--- src/rtl/nor_gate_bist_ctrl.sv ---
// rtl/nor_gate_bist_ctrl.sv - exhaustive-sweep BIST sequencer for NOR-based universal-gate cells
module nor_gate_bist_ctrl #(
    parameter int N_IN   = 2,
    parameter int SETTLE = 2
) (
    input  logic            clk,
    input  logic            rst_n,
    input  logic            start,
    input  logic            abort,
    input  logic            gate_z,
    output logic [N_IN-1:0] gate_a,
    output logic            busy,
    output logic            done,
    output logic            pass,
    output logic            fail,
    output logic [N_IN-1:0] err_vec
);

    localparam int CW = (SETTLE > 1) ? $clog2(SETTLE) : 1;

    typedef enum logic [1:0] {S_IDLE, S_SETTLE, S_CHECK, S_DONE} state_t;

    state_t          state;
    logic [CW-1:0]   cnt;
    logic            exp_z;

    assign exp_z = ~|gate_a;
    assign busy  = (state == S_SETTLE) || (state == S_CHECK);
    assign done  = (state == S_DONE);

    always_ff @(posedge clk or negedge rst_n) begin
        if (!rst_n) begin
            state   <= S_IDLE;
            gate_a  <= '0;
            cnt     <= '0;
            pass    <= 1'b0;
            fail    <= 1'b0;
            err_vec <= '0;
        end else if (abort) begin
            state  <= S_IDLE;
            gate_a <= '0;
            cnt    <= '0;
            pass   <= 1'b0;
            fail   <= 1'b0;
        end else begin
            case (state)
                S_IDLE, S_DONE: begin
                    if (start) begin
                        gate_a  <= '0;
                        cnt     <= CW'(SETTLE - 1);
                        pass    <= 1'b0;
                        fail    <= 1'b0;
                        err_vec <= '0;
                        state   <= S_SETTLE;
                    end else begin
                        state <= S_IDLE;
                    end
                end
                S_SETTLE: begin
                    if (cnt == '0) state <= S_CHECK;
                    else           cnt   <= cnt - 1'b1;
                end
                S_CHECK: begin
                    // Case-inequality so an X/Z gate output is treated as a mismatch.
                    if (gate_z !== exp_z) begin
                        fail    <= 1'b1;
                        err_vec <= gate_a;
                        state   <= S_DONE;
                    end else if (gate_a == '1) begin
                        pass  <= 1'b1;
                        state <= S_DONE;
                    end else begin
                        gate_a <= gate_a + N_IN'(1);
                        cnt    <= CW'(SETTLE - 1);
                        state  <= S_SETTLE;
                    end
                end
                default: state <= S_IDLE;
            endcase
        end
    end

endmodule

--- config.mk ---
export PLATFORM = sky130hd
export DESIGN_NAME = nor_gate_bist_ctrl
export DESIGN_NICKNAME = d
export VERILOG_FILES = /design/src/rtl/nor_gate_bist_ctrl.sv
export SDC_FILE = /design/constraint.sdc
export NUM_CORES = 1
export LEC_CHECK = 0
export BUFFER_PORTS_ARGS = -buffer_cell sky130_fd_sc_hd__buf_2
export CORE_AREA = 2 2 39 41
export CTS_BUF_LIST = sky130_fd_sc_hd__clkbuf_16
export DETAILED_ROUTE_END_ITERATION = 8
export DIE_AREA = 0 0 41 43
export PLACE_DENSITY = 0.63
export SLEW_MARGIN = 30
export SYNTH_ARGS = -nofsm -noshare
export SYNTH_HDL_FRONTEND = slang
export SYNTH_SLANG_ARGS = --single-unit
export TNS_END_PERCENT = 5
--- constraint.sdc ---
create_clock -name clk -period 2.1 [get_ports clk]
set_input_delay 0.315 -clock clk [delete_from_list [all_inputs] [get_ports clk]]
set_output_delay 0.315 -clock clk [all_outputs]
set_load 0.1 [all_outputs]
==> impl_metrics.csv <==
group,metric,value,unit
worst_hold_path,hp-class,"input pin to flip-flop",
logic_synthesis,synth_flop_cell,"dfrtp_1",
logic_synthesis,synth_edf_count,0,
cts,post_cts_buffers,0,
global_route,grt_max_degree,10,
power_and_ir_drop,p_per_area,990,nW/um^2
placement,dp_hpwl,787,um
power_and_ir_drop,power_switching,0.208,mW
timing,hold_viol_final,0,
route,wl_met1,522,um
layout,area_growth,31.9,%
power_and_ir_drop,pwr-share-clk,48.1,%
timing,max_slew.worst_pin.slew,0.485,ns
timing,slew-limit-headroom,67.9,%
route,drc,0,
route,top_layer,"met4",
setup_path,critPathMaxFanout,6,
logic_synthesis,synth_compound_area_share,22.1,%
setup_path,crit_required,1.78,ns
layout,drive_gt1_share,29.0,%
worst_hold_path,hold_start,"abort",
logic_synthesis,synthXorXnorAreaFrac,3.36,%
layout,seqCellArea,228,sq um
cts,clock_latency,0.23,ns
logic_synthesis,ys_warn_count,0,
timing,setup_ws,0.271,ns
layout,antenna_cells,0,
route,wl_met3,34,um
logic_synthesis,synth_top_family_by_area,"compound AO/OA/AOI/OAI gates",
timing,fin_tns_setup,0,ns
route,wl,1.17,mm
setup_path,crit_chain,"inv_1 > ha_1 > inv_1 > buf_2",
logic_synthesis,synth_cells,53,
timing,finalSetupViolCount,0,
logic_synthesis,synth-seq-area-share,43.2,%
timing,skew,0.000738,ns
logic_synthesis,synth_nets,63,
logic_synthesis,synth_top_area_cell,"dfrtp_1",
timing,rsz0062_at_grt,"no",
cts,h-tree-depth,1,
setup_path,r2r-end,"err_vec[0]",
floorplanning,die_y,43,um
floorplanning,dieArea,1760,sq um
worst_hold_path,whs_path_depth,2,
setup_path,setup.worst_path.class,"flip-flop to output port",
timing,period_share,87.1,%
placement,dp_slack,0.337,ns
cts,clockRootBuffer,"clkbuf_16",
route,antenna_left,0,
setup_path,crit_path_top_delay_cell,"buf_2",
setup_path,r2r_slack,0.28,ns
route,drt_iter0_drc,16,
power_and_ir_drop,internal_power,0.473,mW
global_route,grt_overflow,0,
cts,cts_sinks,9,
run,maxCapViolCount,0,
logic_synthesis,ys_types,22,
logic_synthesis,synth.avg_cell_area,9.84,sq um
floorplanning,design.core.area,1380,sq um
layout,multiInputGateArea,265,sq um
placement,io_buffer_count,12,
power_and_ir_drop,finalPower,0.681,mW
route,vias,447,
global_route,globalRouteTotalUtil,16.4,%
logic_synthesis,async_flop_share,100,%
logic_synthesis,synthAdderAreaFrac,12.0,%
worst_hold_path,min_to,"gate_a[1]",
global_route,antenna_found_initial,0,
layout,finish.net_count,80,
floorplanning,start_util,37.7,%
global_route,grt_pass1_wl,1.88,mm
timing,fin_crit,1.83,ns
cts,clk_transition_reported_paths,0.04,ns
power_and_ir_drop,p_sw_share,30.6,%
timing,whs,0.349,ns
power_and_ir_drop,peakVddDrop,628,uV
floorplanning,num_rows,14,
setup_path,cp-start-kind,"flip-flop",
setup_path,path_common_cell,"inv_1",
cts,numCtsBuffers,3,
power_and_ir_drop,p_comb_share,23.3,%
setup_path,path_delay_family,"buffers and inverters",
setup_path,end_kind,"output port",
logic_synthesis,ys_ff_latch,9,
cts,cts_hold_buf,1,
timing,fmax,547,MHz
logic_synthesis,yosysMostFrequentCell,"dfrtp_1",
floorplanning,die_x,41,um
route,wl_per_cell,13.7,um
setup_path,cpPeakStageDelay,0.41,ns
timing,slew_violations,0,
setup_path,cp_num_buf_inv,3,
setup_path,arrival,1.51,ns
power_and_ir_drop,seqPwrFrac,28.7,%
logic_synthesis,synth_area,522,sq um
layout,fill_cells,136,
floorplanning,pin_count,13,
placement,gp_congestion,0.788,
route,first_pass_iters,4,
cts,clk_path_buf_depth,2,
cts,cts_tree,"done",
route,met2WireLength,586,um
layout,fin_util,49.7,%
logic_synthesis,yosys.area.top_type_share,43.2,%
setup_path,reg2reg_depth,6,
route,vias_per_cell,5.26,
logic_synthesis,synthMuxAreaShare,3.84,%
logic_synthesis,yosys.area_share.simple,9.59,%
logic_synthesis,yosys-top-cells-area,"dfrtp_1, ha_1, inv_1",
run_status,outcome,"finished, final reports clean",
setup_path,rr_startpoint,"state[0]",
global_route,grt_pass1_vias,429,
cts,post_cts_resized,0,
logic_synthesis,synth_common_cells,"dfrtp_1, inv_1, ha_1",
power_and_ir_drop,power_leakage,0.329,nW
==> power by group through the flow <==
stage / Combinational (mW) / Clock (mW) / Sequential (mW)
detailed placement: 0.154 / 0 / 0.197
CTS: 0.158 / 0.329 / 0.195
floorplan: 0.105 / 0 / 0.214
finish: 0.158 / 0.327 / 0.195
global route: 0.170 / 0.342 / 0.197
global placement: 0.152 / 0 / 0.197
==> through the flow <==
stage          cells  cell area (sq um)
5_1_grt           85                688
3_3_place_gp      80                599
6_report          85                688
2_1_floorplan     53                524
4_1_cts           85                688
3_5_place_dp      80                599
==> layout make-up <==
type,instances,area share (%)
timing repair buffer,13,10.2
multi-input combinational,36,38.5
tap,16,2.91
clock buffer,3,10.9
clock inverter,1,0.545
inverter,7,3.82
sequential,9,33.1
==> cell families after synthesis <==
| kind of cell | count (synthesis) |
|---|---|
| adders and majority gates | 5 |
| muxes | 2 |
| and+or+nand+nor | 11 |
| DFF | 9 |
| xor gates and xnor gates | 2 |
| buffers and inverters | 8 |
| AOI/OAI and AO/OA | 16 |
==> routing by layer <==
layer / up-vias / GRT usage [%]
met1: 213 / 22.1
met5: - / 0
met2: 12 / 23.1
met4: 0 / 10.0
li1: 220 / -
met3: 2 / 3.14
==> placed cells by master (no fill, tap or decap), drive strengths merged <==
master	n
or3	1
nand2b	1
a31oi	3
mux2i	2
nand3	1
buf	12
a311oi	3
xor2	1
nand4	1
a21oi	4
inv	8
dfrtp	9
clkbuf	3
ha	5
nor2	4
a21o	1
a211oi	1
nand2	3
xnor2	1
dlygate4sd3	1
o21bai	1
o21a	1
o21ai	2
==> worst register-to-register path, stage by stage (launching register included) <==
cell and delay, ns:
dfrtp_1 0.37, inv_1 0.07, ha_1 0.36, nand2b_1 0.23, o21ai_0 0.18, a211oi_2 0.32
mux2i_1 0.22
==> flip-flops by register name, indices dropped and copies added, names as in the netlist <==
register  count
gate_a        2
state         2
cnt           1
fail          1
err_vec       2
pass          1
==> how the worst max path moves through the flow <==
stage                    from    endpoint  cells past startpoint
global placement     state[0]  err_vec[1]                      6
floorplan           gate_a[0]    state[1]                      6
detailed placement   state[0]  err_vec[0]                      6
global route         state[0]  err_vec[0]                      6
finish               state[0]        busy                      4
CTS                  state[0]        busy                      4
Note: power is estimated with default switching activity, not from simulation.
